===== config.mk =====
export PLATFORM = sky130hd
export DESIGN_NAME = split_mix_sequencer
export DESIGN_NICKNAME = d
export VERILOG_FILES = /design/src/rtl/split_mix_sequencer.sv
export SDC_FILE = /design/constraint.sdc
export NUM_CORES = 1
export LEC_CHECK = 0
export CAP_MARGIN = 20
export CORE_MARGIN = 2
export CORE_UTILIZATION = 63
export CTS_CLUSTER_SIZE = 14
export DETAILED_ROUTE_END_ITERATION = 16
export PLACE_DENSITY = 0.83
export REMOVE_ABC_BUFFERS = 1
export SLEW_MARGIN = 5
export SYNTH_ARGS = -nofsm -noshare
export SYNTH_HDL_FRONTEND = slang
export SYNTH_SLANG_ARGS = --single-unit

===== constraint.sdc =====
create_clock -name clk -period 5.64 [get_ports clk]
set_input_delay 1.692 -clock clk [delete_from_list [all_inputs] [get_ports clk]]
set_output_delay 1.692 -clock clk [all_outputs]
set_load 0.02 [all_outputs]

===== src/rtl/split_mix_sequencer.sv =====
// Split-mix assay sequencer: parallel fill/dwell channels merged
// in index order through one shared mixer, then detect and hand-off.
module split_mix_sequencer #(
  parameter int NUM_CH   = 3,
  parameter int CNT_W    = 16,
  parameter int FILL_CYC = 2
) (
  input  logic                    clk,
  input  logic                    rst_n,
  input  logic                    start,
  input  logic                    abort,
  input  logic [NUM_CH-1:0]       ch_en,
  input  logic [NUM_CH*CNT_W-1:0] dwell,
  input  logic [CNT_W-1:0]        mix_cyc,
  input  logic [CNT_W-1:0]        det_cyc,
  input  logic                    out_ready,
  output logic [NUM_CH-1:0]       inlet_valve,
  output logic [NUM_CH-1:0]       chamber_busy,
  output logic                    mixer_on,
  output logic [$clog2(NUM_CH)-1:0] mix_sel,
  output logic                    detect_on,
  output logic                    out_valid,
  output logic                    busy,
  output logic                    err
);

  localparam int SW = $clog2(NUM_CH);
  localparam logic [CNT_W-1:0] FILL_LD = CNT_W'(FILL_CYC - 1);

  typedef enum logic [1:0] {
    C_IDLE,
    C_FILL,
    C_DWELL,
    C_READY
  } cst_t;

  typedef enum logic [2:0] {
    T_IDLE,
    T_MERGE,
    T_MIX,
    T_DETECT,
    T_OUT
  } tst_t;

  function automatic logic [CNT_W-1:0] ld(
    input logic [CNT_W-1:0] v
  );
    return (v == '0) ? '0 : v - 1'b1;
  endfunction

  tst_t             tst;
  logic [CNT_W-1:0] tcnt;
  logic [SW-1:0]    ptr;
  logic             first;
  logic             launch;
  logic [NUM_CH-1:0] en_q;
  logic [CNT_W-1:0] mix_ld;
  logic [CNT_W-1:0] det_ld;
  logic [CNT_W-1:0] dw_ld [NUM_CH];

  logic [NUM_CH-1:0] rdy;
  logic [NUM_CH-1:0] consume;
  logic              ptr_rdy;
  logic [SW-1:0]     first_idx;
  logic [SW-1:0]     nxt;
  logic              has_nxt;

  always_comb begin
    first_idx = '0;
    nxt       = '0;
    has_nxt   = 1'b0;
    ptr_rdy   = 1'b0;
    consume   = '0;
    for (int i = NUM_CH - 1; i >= 0; i--) begin
      if (ch_en[i]) first_idx = SW'(i);
      if (en_q[i] && i > int'(ptr)) begin
        nxt     = SW'(i);
        has_nxt = 1'b1;
      end
    end
    for (int i = 0; i < NUM_CH; i++) begin
      if (int'(ptr) == i && rdy[i]) ptr_rdy = 1'b1;
      consume[i] = (tst == T_MERGE) && !abort &&
                   (int'(ptr) == i) && rdy[i];
    end
  end

  always_ff @(posedge clk or negedge rst_n) begin
    if (!rst_n) begin
      tst       <= T_IDLE;
      tcnt      <= '0;
      ptr       <= '0;
      first     <= 1'b0;
      launch    <= 1'b0;
      en_q      <= '0;
      mix_ld    <= '0;
      det_ld    <= '0;
      for (int i = 0; i < NUM_CH; i++) dw_ld[i] <= '0;
      mixer_on  <= 1'b0;
      mix_sel   <= '0;
      detect_on <= 1'b0;
      out_valid <= 1'b0;
      busy      <= 1'b0;
      err       <= 1'b0;
    end else begin
      err    <= 1'b0;
      launch <= 1'b0;
      if (abort) begin
        tst       <= T_IDLE;
        tcnt      <= '0;
        ptr       <= '0;
        first     <= 1'b0;
        mixer_on  <= 1'b0;
        mix_sel   <= '0;
        detect_on <= 1'b0;
        out_valid <= 1'b0;
        busy      <= 1'b0;
      end else begin
        if (start && tst != T_IDLE) err <= 1'b1;
        unique case (tst)
          T_IDLE: begin
            if (start) begin
              if (|ch_en) begin
                en_q   <= ch_en;
                mix_ld <= ld(mix_cyc);
                det_ld <= ld(det_cyc);
                for (int i = 0; i < NUM_CH; i++)
                  dw_ld[i] <= ld(dwell[i*CNT_W +: CNT_W]);
                launch <= 1'b1;
                ptr    <= first_idx;
                first  <= 1'b1;
                busy   <= 1'b1;
                tst    <= T_MERGE;
              end else begin
                err <= 1'b1;
              end
            end
          end
          T_MERGE: begin
            if (ptr_rdy) begin
              first <= 1'b0;
              // The first channel seeds the accumulator; no mix step.
              if (!first) begin
                tst      <= T_MIX;
                mixer_on <= 1'b1;
                mix_sel  <= ptr;
                tcnt     <= mix_ld;
              end else if (has_nxt) begin
                ptr <= nxt;
              end else begin
                tst       <= T_DETECT;
                detect_on <= 1'b1;
                tcnt      <= det_ld;
              end
            end
          end
          T_MIX: begin
            if (tcnt == '0) begin
              mixer_on <= 1'b0;
              mix_sel  <= '0;
              if (has_nxt) begin
                ptr <= nxt;
                tst <= T_MERGE;
              end else begin
                tst       <= T_DETECT;
                detect_on <= 1'b1;
                tcnt      <= det_ld;
              end
            end else begin
              tcnt <= tcnt - 1'b1;
            end
          end
          T_DETECT: begin
            if (tcnt == '0) begin
              detect_on <= 1'b0;
              out_valid <= 1'b1;
              tst       <= T_OUT;
            end else begin
              tcnt <= tcnt - 1'b1;
            end
          end
          T_OUT: begin
            if (out_ready) begin
              out_valid <= 1'b0;
              busy      <= 1'b0;
              ptr       <= '0;
              tst       <= T_IDLE;
            end
          end
          default: tst <= T_IDLE;
        endcase
      end
    end
  end

  for (genvar g = 0; g < NUM_CH; g++) begin : g_ch
    cst_t             st;
    logic [CNT_W-1:0] cnt;
    logic             iv;
    logic             cb;

    always_ff @(posedge clk or negedge rst_n) begin
      if (!rst_n) begin
        st  <= C_IDLE;
        cnt <= '0;
        iv  <= 1'b0;
        cb  <= 1'b0;
      end else if (abort) begin
        st  <= C_IDLE;
        cnt <= '0;
        iv  <= 1'b0;
        cb  <= 1'b0;
      end else begin
        unique case (st)
          C_IDLE: begin
            if (launch && en_q[g]) begin
              st  <= C_FILL;
              cnt <= FILL_LD;
              iv  <= 1'b1;
              cb  <= 1'b1;
            end
          end
          C_FILL: begin
            if (cnt == '0) begin
              st  <= C_DWELL;
              cnt <= dw_ld[g];
              iv  <= 1'b0;
            end else begin
              cnt <= cnt - 1'b1;
            end
          end
          C_DWELL: begin
            if (cnt == '0) st <= C_READY;
            else cnt <= cnt - 1'b1;
          end
          C_READY: begin
            if (consume[g]) begin
              st <= C_IDLE;
              cb <= 1'b0;
            end
          end
          default: st <= C_IDLE;
        endcase
      end
    end

    assign rdy[g]          = (st == C_READY);
    assign inlet_valve[g]  = iv;
    assign chamber_busy[g] = cb;
  end

endmodule

; Word-level counts from Yosys, hierarchy flattened
; Index checks and enable logic that the tools add are counted.
; W data, S select, Z words.
[op_classes]
magnitude_cmp = 2
muxes = 132
n_reduce_logical = 69
n_bitwise = 1
eq_ne = 40
addsub = 9
[ops]
columns = operator, count
row1 = $mux W16, 23
row2 = $pmux W16 S3, 4
row3 = $logic_not A16 Y1, 9
row4 = $sub A16 B1 Y16 const B, 9
row5 = $mux W2, 33
row6 = $ne A3 B3 Y1 const B, 21
row7 = $mux W1, 46
row8 = $reduce_and A3 Y1, 11
row9 = $reduce_bool A3 Y1, 11
row10 = $pmux W2 S4, 4
row11 = $reduce_and A4 Y1, 7
row12 = $mux W3, 9
row13 = $pmux W1 S2, 10
row14 = $eq A2 B2 Y1 const B, 8
row15 = $logic_and A1 B1 Y1, 16
row16 = $reduce_bool A4 Y1, 4
row17 = $pmux W3 S5, 1
row18 = $reduce_and A7 Y1, 2
row19 = $ne A3 B2 Y1 const B, 3
row20 = $logic_not A2 Y1, 4
row21 = $eq A2 B1 Y1 const B, 3
row22 = $eq A3 B2 Y1 const B, 2
row23 = $reduce_and A5 Y1, 1
row24 = $reduce_bool A5 Y1, 1
row25 = other kinds (11), 11
[totals]
in_bits = 88
wordCells = 282
ff_bits = 173
out_inout_bits = 13

; Longest topological paths before layout
; Gate-level depths: netlist of run 1.
[logic_depth]
ltp_word = 9
depth_mapped = 10

; Worst setup path before layout of run 1
; Ideal clock, no wire load.
[synth_timing]
path_kind = input to register
startpoint = input dwell[26]
endpoint = register dw_ld[18] (netlist name)
setup_ns = 0.127
arrival_time_ns = 3.468
path_buffers = 1
cell_stages = 6
slack_ns = 2.044
t_required_ns = 5.513
cell_sequence = or4_1 -> or3_1 -> or3_1 -> o31ai_4 -> clkbuf_2 -> o21ai_0
[synth_via]
elab_chain_len = 2
[synth_lines]
columns = item, line_no
row1 = "start, declared", 13  ; input logic [NUM_CH*CNT_W-1:0] dwell,
row2 = $logic_not A16 Y1, 48  ; return (v == '0) ? '0 : v - 1'b1;
row3 = $mux W16, 48
row4 = "end signal, assigned by index", 128  ; dw_ld[i] <= ld(dwell[i*CNT_W +: CNT_W]);
row5 = "end, declared", 59  ; logic [CNT_W-1:0] dw_ld [NUM_CH];
; Every way passes these cells.
; A chain may end at the register's enable or synchronous reset.

; Final worst setup path of run 1
[layout_timing]
startpoint = input dwell[0]
endpoint = register dw_ld[45] (netlist name)
[layout_via]
elab_chain_len = 2
elab_cells_between_ends = 3
classes_between = 1 x add/sub / 1 x mux / 1 x reduce/logical
[layout_lines]
columns = item, line_no
row1 = $sub A16 B1 Y16 / $logic_not A16 Y1 (equally long branches), 48
row2 = $mux W16 (*), 48
; Every way passes the cells marked *; elsewhere a longest branch is shown, timed or not.

==> flow_metrics.py, run 1 <==
metrics = {
    "clock_network": {
        "cts_setup_buffers": 0,
        "cts_tree": "built",
        "ctsRootBufferMaster": "clkbuf_16",
        "cts_made_buffers": 17,
        "cts.reportedPaths.clkPinSlew_ns": 0.07,
        "cts_hold_buf": 0,
        "cts_resized": 0,
        "clock_latency_ns": 0.43,
        "htree_num_levels": 4,
        "clk_path_buf_depth": 2,
        "clock-sinks": 173,
    },
    "flow_run": {
        "drv_cap": 0,
    },
    "placement": {
        "place.gp.congestion": 0.9581,
        "io_buffers": 100,
        "dpl_cell_area_sq_um": 11690,
        "dp.final_hpwl_um": 18950,
    },
    "floorplan": {
        "io_pins": 101,
        "die_h_um": 133.8,
        "die_area_sq_um": 17890,
        "rows": 47,
        "coreArea_sq_um": 16520,
        "die_x_um": 133.8,
        "initial_core_util_pct": 64.19,
    },
    "synth": {
        "yosysSeqAreaShare_pct": 40.81,
        "yosys_warnings": 0,
        "synth-seq-cells": 173,
        "ys_types": 75,
        "syn_avg_cell_area_sq_um": 8.307,
        "synthArstFlopShare_pct": 100.0,
        "synth-edff-count": 0,
        "synthFlopType": "dfrtp_1",
        "netlist_area_sq_um": 10610,
        "synthCells": 1277,
    },
    "timing": {
        "min_period_ns": 4.090,
        "hold_violations": 0,
        "finalSetupTns_ns": 0,
        "holdWs_ns": 0.4735,
        "fmax_mhz": 244.5,
        "setup_viol": 0,
        "rsz0062_at_grt": "false",
        "worst_pin_slew_ns": 1.098,
        "finalMaxSlewViolations": 0,
        "skew_ns": 0.007818,
        "fin_crit_sh_pct": 72.51,
        "relSlewSlack_pct": 26.79,
    },
    "global_routing": {
        "grt_pass1_vias": 9383,
        "grtUsageTotal_pct": 30.69,
        "grt_max_degree": 109,
        "grt_overflow": 0,
        "antenna_found_initial": 0,
        "grt_pass1_wl_um": 44820,
    },
    "power": {
        "totalPowerFinal_mw": 5.686,
        "powerDensity_nw_per_um2": 461.5,
        "p_leak_nw": 5.052,
        "peakVddDrop_v": 0.0002550,
    },
    "final_layout": {
        "layout_common_cells": "183 x nand2_1, 173 x dfrtp_1, 139 x o21ai_0, 123 x nor2_1, 98 x clkdlybuf4s50_1",
        "area_growth_pct": 16.15,
        "design_area_sq_um": 12320,
        "final_common_cell": "nand2_1",
        "seqCellArea_sq_um": 4329,
        "fin_nets": 1452,
        "drive_gt1_share_pct": 5.162,
        "fill_cells": 1273,
        "multi_input_area_sq_um": 5853,
    },
    "setup_path": {
        "crit_type": "input pin to flip-flop",
        "cp-end-kind": "flip-flop",
        "critPathMaxFanout": 14,
        "cpLargestDelayFamily": "compound AO/OA/AOI/OAI gates",
        "crit_required_ns": 5.91,
        "cp_slowest_stage_delay_ns": 0.71,
        "path_cells": "clkdlybuf4s50_1 > inv_1 > ha_1 > nor3b_1 > buf_4 > nand3b_1 > nor2_1 > nand2_1 > o21ai_1 > o21ai_0",
        "cp_data_arrival_time_ns": 4.36,
        "path_buf_inv": 3,
        "worst_setup_path_start_kind": "input pin",
        "crit_slowest_cell": "o21ai_1",
    },
    "drt": {
        "routed_wl_um": 27000,
        "vias": 10060,
        "drt-pass1-iter-count": 5,
        "viasPerCell": 6.378,
        "drc": 0,
        "ant_nets": 0,
        "drt_iter0_drc": 956,
        "wl_per_cell_um": 17.12,
    },
    "min_path": {
        "worstHoldPathType": "flip-flop to flip-flop",
    },
    "status": {
        "status": "finished clean",
    },
}
worst register-to-register path: stages (launching register included):
cell      delay (ns)
dfrtp_1         0.62
nor3b_1         0.68
nand4_1         0.21
o22ai_1         0.88
nand2_1         0.41
o221ai_1        0.29
a21oi_1         0.09
cell usage after synthesis, drive strengths merged, types with 4 or more instances:
cell type,n,area (sq um)
nand2,183,686.9
dfrtp,173,4329
o21ai,142,710.7
nor2,123,461.7
a21oi,69,345.3
nor3,56,285.3
clkbuf,48,181.4
xnor2,47,411.6
inv,39,146.4
nand3,35,175.2
nor4,33,231.5
ha,21,262.8
xor2,21,183.9
a31oi,20,125.1
o31ai,20,173.9
or4,17,138.9
buf,16,91.33
o211ai,13,97.59
mux2i,12,120.1
or3,12,75.07
a211oi,11,82.58
nor2b,10,62.56
nand2b,9,56.30
a22o,8,70.07
a22oi,8,60.06
nor3b,8,60.06
and3,7,43.79
a21boi,6,45.05
a21o,6,45.04
nand4,6,37.54
o22ai,6,37.54
o41ai,6,52.55
or2,6,37.54
a2bb2oi,5,43.79
nand4b,5,43.79
o21a,5,37.54
o31a,5,43.79
a32oi,4,35.03
nand3b,4,30.03
o21bai,4,30.03
o221ai,4,35.03
o2bb2ai,4,35.03
path summary, 6_finish.rpt:
check | from | to | slack [ns] | cells past startpoint
worst min-delay path | dw_ld[18] | g_ch[1].cnt[2] | 0.47 | 2
worst max-delay path | dwell[0] | dw_ld[45] | 1.55 | 10
worst max register to register | tst[1] | tcnt[13] | 2.32 | 6
worst min register to register | dw_ld[18] | g_ch[1].cnt[2] | 0.47 | 2
min in group asynchronous | rst_n | dw_ld[37] | 1.41 | 1
max in group asynchronous | rst_n | g_ch[1].cnt[6] | 3.33 | 2
metal layers:
| metal | global-route usage [%] | share of wire [%] | vias to the layer above |
|---|---|---|---|
| met2 | 50.97 | 49 | 417 |
| li1 | - | - | 4768 |
| met3 | 4.262 | 6.1 | 59 |
| met5 | 0 | 0 | - |
| met4 | 11.05 | 2.2 | 0 |
| met1 | 41.35 | 43 | 4814 |
cell families after synthesis:
kind of cell	after synthesis	share of synthesized area, %
and+or+nand+nor	526	23.83
adders and majority gates	21	2.477
muxes	13	1.239
xor gates and xnor gates	68	5.615
AOI/OAI and AO/OA	371	22.01
buffers and inverters	105	4.022
DFF	173	40.81
registers in the layout (all words and copies together) (netlist names), 2 cells and up:
signal    flops
det_ld       16
dw_ld        48
en_q          3
g_ch.cb       3
g_ch.cnt     48
g_ch.iv       3
g_ch.st       6
mix_ld       16
mix_sel       2
ptr           2
tcnt         16
tst           3
power by group:
group,internal (mW),switching [mW]
registers,1.67,0.415
logic,0.903,1.46
clock network,0.725,0.505
metrics by stage:
step           cells  worst slack (ns)  utilization (%)
5_1_grt         1576             1.343            74.54
6_report        1577             1.550            74.56
3_3_place_gp    1542             1.298            70.74
3_5_place_dp    1543             1.223            70.77
4_1_cts         1575             1.593            74.50
2_1_floorplan   1213            0.7247                -
area by class of cell:
type | instances | share of cell area, %
inverters | 41 | 1.249
well taps | 220 | 2.234
flip-flops and latches | 173 | 35.14
clock buffers | 20 | 3.707
repair buffers | 111 | 8.845
clock inverters | 12 | 1.300
diodes | 1 | 0.02031
multi-input cells | 999 | 47.51
(Power assumes the default switching activity.)
==> run 2, diff against run 1 <==
CORE_UTILIZATION = 58   (was 63)
PLACE_DENSITY = 0.77   (was 0.83)
clock period = 4.3 ns   (was 5.64 ns; I/O delays follow)
==> run 2 against run 1 <==
Via count shrank 0.40%; sequential cell count stayed put; non-clock buffer count up 9; clock power grew 34%; die area grew 8.4%; core utilization shrank 5.4 points; first-iteration DRC count up 6.4%; largest cell class unchanged; largest power group unchanged.
==> flow_metrics.py, run 2 (synthesis gave the netlist of run 1 again) <==
metrics = {
    "status": {
        "status": "finished clean",
    },
    "clock_network": {
        "cts_setup_buffers": 0,
        "ctsRootBufferMaster": "clkbuf_16",
        "htree_num_levels": 4,
        "clk_path_buf_depth": 2,
        "cts_resized": 0,
        "cts_hold_buf": 0,
        "cts.reportedPaths.clkPinSlew_ns": 0.07,
        "cts_made_buffers": 17,
        "clock-sinks": 173,
        "clock_latency_ns": 0.44,
        "cts_tree": "built",
    },
    "timing": {
        "hold_violations": 0,
        "relSlewSlack_pct": 31.31,
        "worst_slack_ns": 0.9071,
        "setup_viol": 0,
        "worst_pin_slew_ns": 1.024,
        "holdWs_ns": 0.4728,
        "fmax_mhz": 294.7,
        "fin_crit_sh_pct": 78.90,
        "rsz0062_at_grt": "false",
        "finalMaxSlewViolations": 0,
        "min_period_ns": 3.393,
        "finalSetupTns_ns": 0,
        "skew_ns": 0.009523,
    },
    "global_routing": {
        "antenna_found_initial": 0,
        "grtUsageTotal_pct": 28.87,
        "grt_overflow": 0,
        "grt_pass1_vias": 9528,
        "grt_pass1_wl_um": 46520,
        "grt_max_degree": 85,
    },
    "setup_path": {
        "cp_slowest_stage_delay_ns": 0.58,
        "crit_type": "input pin to flip-flop",
        "crit_slowest_cell": "or4_1",
        "path_cells": "clkdlybuf4s50_1 > or4_1 > or3_1 > or3_1 > o31ai_4 > o21ai_0",
        "cp-endpoint": "dw_ld[16]",
        "path_buf_inv": 1,
        "cpLargestDelayFamily": "simple AND/OR/NAND/NOR gates",
        "worst_setup_path_start_kind": "input pin",
        "crit_path_frequent_cell": "or3_1",
        "crit_start": "dwell[25]",
        "rr_worst_depth": 8,
        "cp-end-kind": "flip-flop",
        "critPathMaxFanout": 14,
        "cp_data_arrival_time_ns": 3.69,
        "crit_cells": 6,
        "rrSetupSlack_ns": 1.15,
        "crit_required_ns": 4.60,
        "timing.rr.start": "g_ch[2].cnt[0]",
        "r2r_end": "g_ch[2].cnt[12]",
    },
    "drt": {
        "wl_per_cell_um": 17.40,
        "drt-pass1-iter-count": 8,
        "vias": 10020,
        "routed_wl_um": 27730,
        "drt_iter0_drc": 1017,
        "drc": 0,
        "ant_nets": 0,
        "viasPerCell": 6.285,
    },
    "final_layout": {
        "final_common_cell": "nand2_1",
        "area_growth_pct": 17.07,
        "diodes": 0,
        "fin_nets": 1461,
        "layout_common_cells": "183 x nand2_1, 173 x dfrtp_1, 139 x o21ai_0, 123 x nor2_1, 98 x clkdlybuf4s50_1",
        "drive_gt1_share_pct": 5.861,
        "top_regs": "dw_ld: 48 flops, g_ch.cnt: 48 flops",
    },
    "power": {
        "powerDensity_nw_per_um2": 608.0,
        "peakVddDrop_v": 0.0003443,
        "p_leak_nw": 5.104,
    },
    "floorplan": {
        "die_h_um": 139.2,
        "initial_core_util_pct": 59.05,
        "io_pins": 101,
        "coreArea_sq_um": 17960,
        "die_area_sq_um": 19390,
        "rows": 49,
        "die_x_um": 139.2,
    },
    "min_path": {
        "worstHoldPathType": "flip-flop to flip-flop",
        "hold_path_depth": 2,
        "hp-start": "dw_ld[29]",
    },
    "placement": {
        "place_ws_ns": 0.4370,
        "place.gp.congestion": 0.9188,
        "dp.final_hpwl_um": 19670,
        "io_buffers": 100,
    },
    "flow_run": {
        "drv_cap": 0,
    },
}
run 2: changes by cell type in the layout (fill, tap and decap cells not counted), moves of 2 or more:
cell,previous run,this run
clkinv_2,2,0
clkbuf_8,2,0
clkinv_4,4,2
inv_8,0,2
buf_4,9,18
inv_6,2,6
run 2: worst reg2reg max path, delay by kind of cell, from the launching register on:
kind,cells,cell delay [ns]
and+or+nand+nor,3,1.10
DFF,1,0.42
buffers and inverters,1,0.09
AOI/OAI and AO/OA,3,1.22
adders and majority gates,1,0.20
run 2: worst min-delay path by stage:
stage                           end  slack, ns
floorplan                 det_ld[1]       0.44
global placement    g_ch[1].cnt[15]       0.46
detailed placement  g_ch[1].cnt[13]       0.46
CTS                 g_ch[1].cnt[13]       0.48
global route        g_ch[1].cnt[15]       0.50
finish              g_ch[1].cnt[13]       0.47
run 2: power by group:
group | leakage, nW | switching, mW | internal (mW)
combinational | 2.56 | 1.94 | 1.21
clock | 0.300 | 0.711 | 0.935
sequential | 2.24 | 0.555 | 2.19
total | 5.10 | 3.21 | 4.34
run 2: per-layer routing:
layer,share of wire (%),up-vias,GRT usage (%)
li1,-,4791,-
met1,44,4808,39.79
met2,48,357,47.24
met3,5.3,62,3.854
met4,2.2,0,10.15
met5,0,-,0
run 2: through the flow:
step           total power [mW]  cells  util, %  cell area (sq um)
6_report                  7.550   1594    69.13              12420
4_1_cts                   7.514   1594    69.13              12420
2_1_floorplan             4.770   1213        -              10330
3_3_place_gp              5.751   1562    65.66              11800
3_5_place_dp              5.844   1562    65.66              11800
5_1_grt                   8.066   1594    69.13              12420
run 2: area by class of cell:
| type | instances | area, sq um |
|---|---|---|
| sequential | 173 | 4329 |
| inverter | 41 | 153.9 |
| multi-input combinational | 999 | 5853 |
| tap | 229 | 286.5 |
| fill | 1456 | 5545 |
| timing repair buffer | 120 | 1172 |
| clock inverter | 15 | 197.7 |
| clock buffer | 17 | 425.4 |
==> run 3, diff against run 2 <==
CORE_UTILIZATION = 53   (was 58)
PLACE_DENSITY = 0.74   (was 0.77)
clock period = 2.95 ns   (was 4.3 ns; I/O delays follow)
==> run 3 against run 2 <==
Clock skew barely moved; total power rose by 48%; setup slack got worse by 0.68 ns; critical path type is now flip-flop to flip-flop; largest power group unchanged; wire length barely moved; die area rose by 9.2%; register-to-register slack got worse by 0.93 ns; core utilization fell by 1.9 points; final cell count rose by 8.0%; critical path depth rose by 3; global-route usage fell by 2.0 points; hold slack got worse by 0.049 ns; sequential cell count did not move.
==> flow_metrics.py, run 3 (synthesis gave the netlist of run 1 again) <==
metrics = {
    "timing": {
        "fin_crit_sh_pct": 92.45,
        "holdWs_ns": 0.4235,
        "skew_ns": 0.009883,
        "fmax_mhz": 366.7,
        "relSlewSlack_pct": 52.62,
        "worst_pin_slew_ns": 0.7074,
        "rsz0062_at_grt": "false",
        "hold_violations": 0,
        "finalMaxSlewViolations": 0,
        "worst_slack_ns": 0.2227,
        "min_period_ns": 2.727,
        "setup_viol": 0,
    },
    "clock_network": {
        "cts.reportedPaths.clkPinSlew_ns": 0.07,
        "cts_made_buffers": 17,
        "clock-sinks": 173,
        "cts_tree": "built",
        "cts_resized": 0,
        "cts_hold_buf": 0,
        "clock_latency_ns": 0.44,
        "htree_num_levels": 4,
        "ctsRootBufferMaster": "clkbuf_16",
        "clk_path_buf_depth": 2,
        "cts_setup_buffers": 0,
    },
    "floorplan": {
        "die_x_um": 145.5,
        "die_h_um": 145.5,
        "initial_core_util_pct": 54.33,
        "coreArea_sq_um": 19530,
        "io_pins": 101,
        "rows": 51,
        "die_area_sq_um": 21160,
    },
    "drt": {
        "drt_iter0_drc": 813,
        "vias": 10180,
        "wl_per_cell_um": 16.13,
        "viasPerCell": 5.913,
        "routed_wl_um": 27760,
        "drt-pass1-iter-count": 5,
        "ant_nets": 0,
        "drc": 0,
    },
    "setup_path": {
        "rrSetupSlack_ns": 0.22,
        "path_cells": "inv_1 > ha_1 > nor3b_1 > nand4_1 > o22ai_1 > buf_4 > nand2_1 > and2_0 > a22o_1",
        "crit_required_ns": 3.27,
        "cp-end-kind": "flip-flop",
        "crit_type": "flip-flop to flip-flop",
        "cp_data_arrival_time_ns": 3.05,
        "cp_slowest_stage_delay_ns": 0.46,
        "crit_slowest_cell": "dfrtp_1",
        "timing.rr.start": "tcnt[0]",
        "crit_start": "tcnt[0]",
        "critPathMaxFanout": 6,
        "r2r_end": "tcnt[0]",
        "worst_setup_path_start_kind": "flip-flop",
        "rr_worst_depth": 9,
    },
    "flow_run": {
        "drv_cap": 0,
    },
    "status": {
        "status": "finished clean",
    },
    "final_layout": {
        "layout_common_cells": "183 x nand2_1, 173 x dfrtp_1, 139 x o21ai_0, 123 x nor2_1, 107 x buf_4",
        "drive_gt1_share_pct": 11.74,
        "top_regs": "dw_ld: 48 flops, g_ch.cnt: 48 flops",
        "diodes": 0,
        "fin_nets": 1552,
        "design_area_sq_um": 13130,
        "final_common_cell": "nand2_1",
        "utilization_pct": 67.24,
        "area_growth_pct": 23.78,
    },
    "placement": {
        "place.gp.congestion": 0.9269,
        "place_ws_ns": -0.2436,
        "io_buffers": 100,
        "dp.final_hpwl_um": 20420,
        "dpl_cell_area_sq_um": 12550,
    },
    "global_routing": {
        "grt_max_degree": 68,
        "grt_pass1_vias": 9953,
        "antenna_found_initial": 0,
        "grt_pass1_wl_um": 47600,
        "grt_overflow": 0,
        "grtUsageTotal_pct": 26.86,
    },
    "power": {
        "totalPowerFinal_mw": 11.15,
        "powerDensity_nw_per_um2": 849.3,
        "p_leak_nw": 5.539,
        "peakVddDrop_v": 0.0004916,
    },
    "min_path": {
        "worstHoldPathType": "input pin to asynchronous set/reset pin",
    },
}
[run 3: cell count changes in the layout (fill, tap and decap cells not counted), sizes merged]
cell	before	now
buf	22	113
clkinv	4	7
bufinv	3	1
clkbuf	17	19
inv	47	45
clkinvlp	2	1
[run 3: area by class of cell]
type | count | area (sq um)
clock buffer | 19 | 452.9
clock inverter | 13 | 128.9
fill | 1667 | 6396
inverter | 41 | 153.9
multi-input combinational | 999 | 5853
sequential | 173 | 4329
tap | 265 | 331.6
timing repair buffer | 211 | 1881
[run 3: worst max-delay path by stage]
stage | end | cells past startpoint
floorplan | dw_ld[10] | 6
global route | mix_ld[7] | 8
detailed placement | dw_ld[25] | 7
global placement | dw_ld[19] | 7
finish | tcnt[0] | 9
CTS | dw_ld[25] | 7
[run 3: metal layers]
metal | global-route usage, % | part of all wire (%) | vias up
li1 | - | - | 4964
met1 | 35.88 | 44 | 4868
met2 | 45.92 | 49 | 301
met3 | 3.887 | 5.2 | 44
met4 | 7.451 | 1.8 | 0
met5 | 0 | 0 | -
[run 3: through the flow]
step           instances  setup TNS [ns]
2_1_floorplan       1213          -83.17
3_3_place_gp        1689          -6.176
3_5_place_dp        1689          -8.647
4_1_cts             1721               0
5_1_grt             1721               0
6_report            1721               0
[run 3: power by group]
part | internal [mW] | switching (mW) | leakage (nW) | total, mW
clock | 1.23 | 1.02 | 0.287 | 2.25
combinational | 2.05 | 2.88 | 3.01 | 4.92
sequential | 3.20 | 0.780 | 2.24 | 3.98
total | 6.47 | 4.68 | 5.54 | 11.2
[run 3: critical path: cells and delay by family, from the launching register on]
kind | cells | cell delay (ns)
buf+inv | 2 | 0.31
compound gates | 2 | 0.62
fa+ha+maj | 1 | 0.26
flops | 1 | 0.46
simple gates | 4 | 0.95
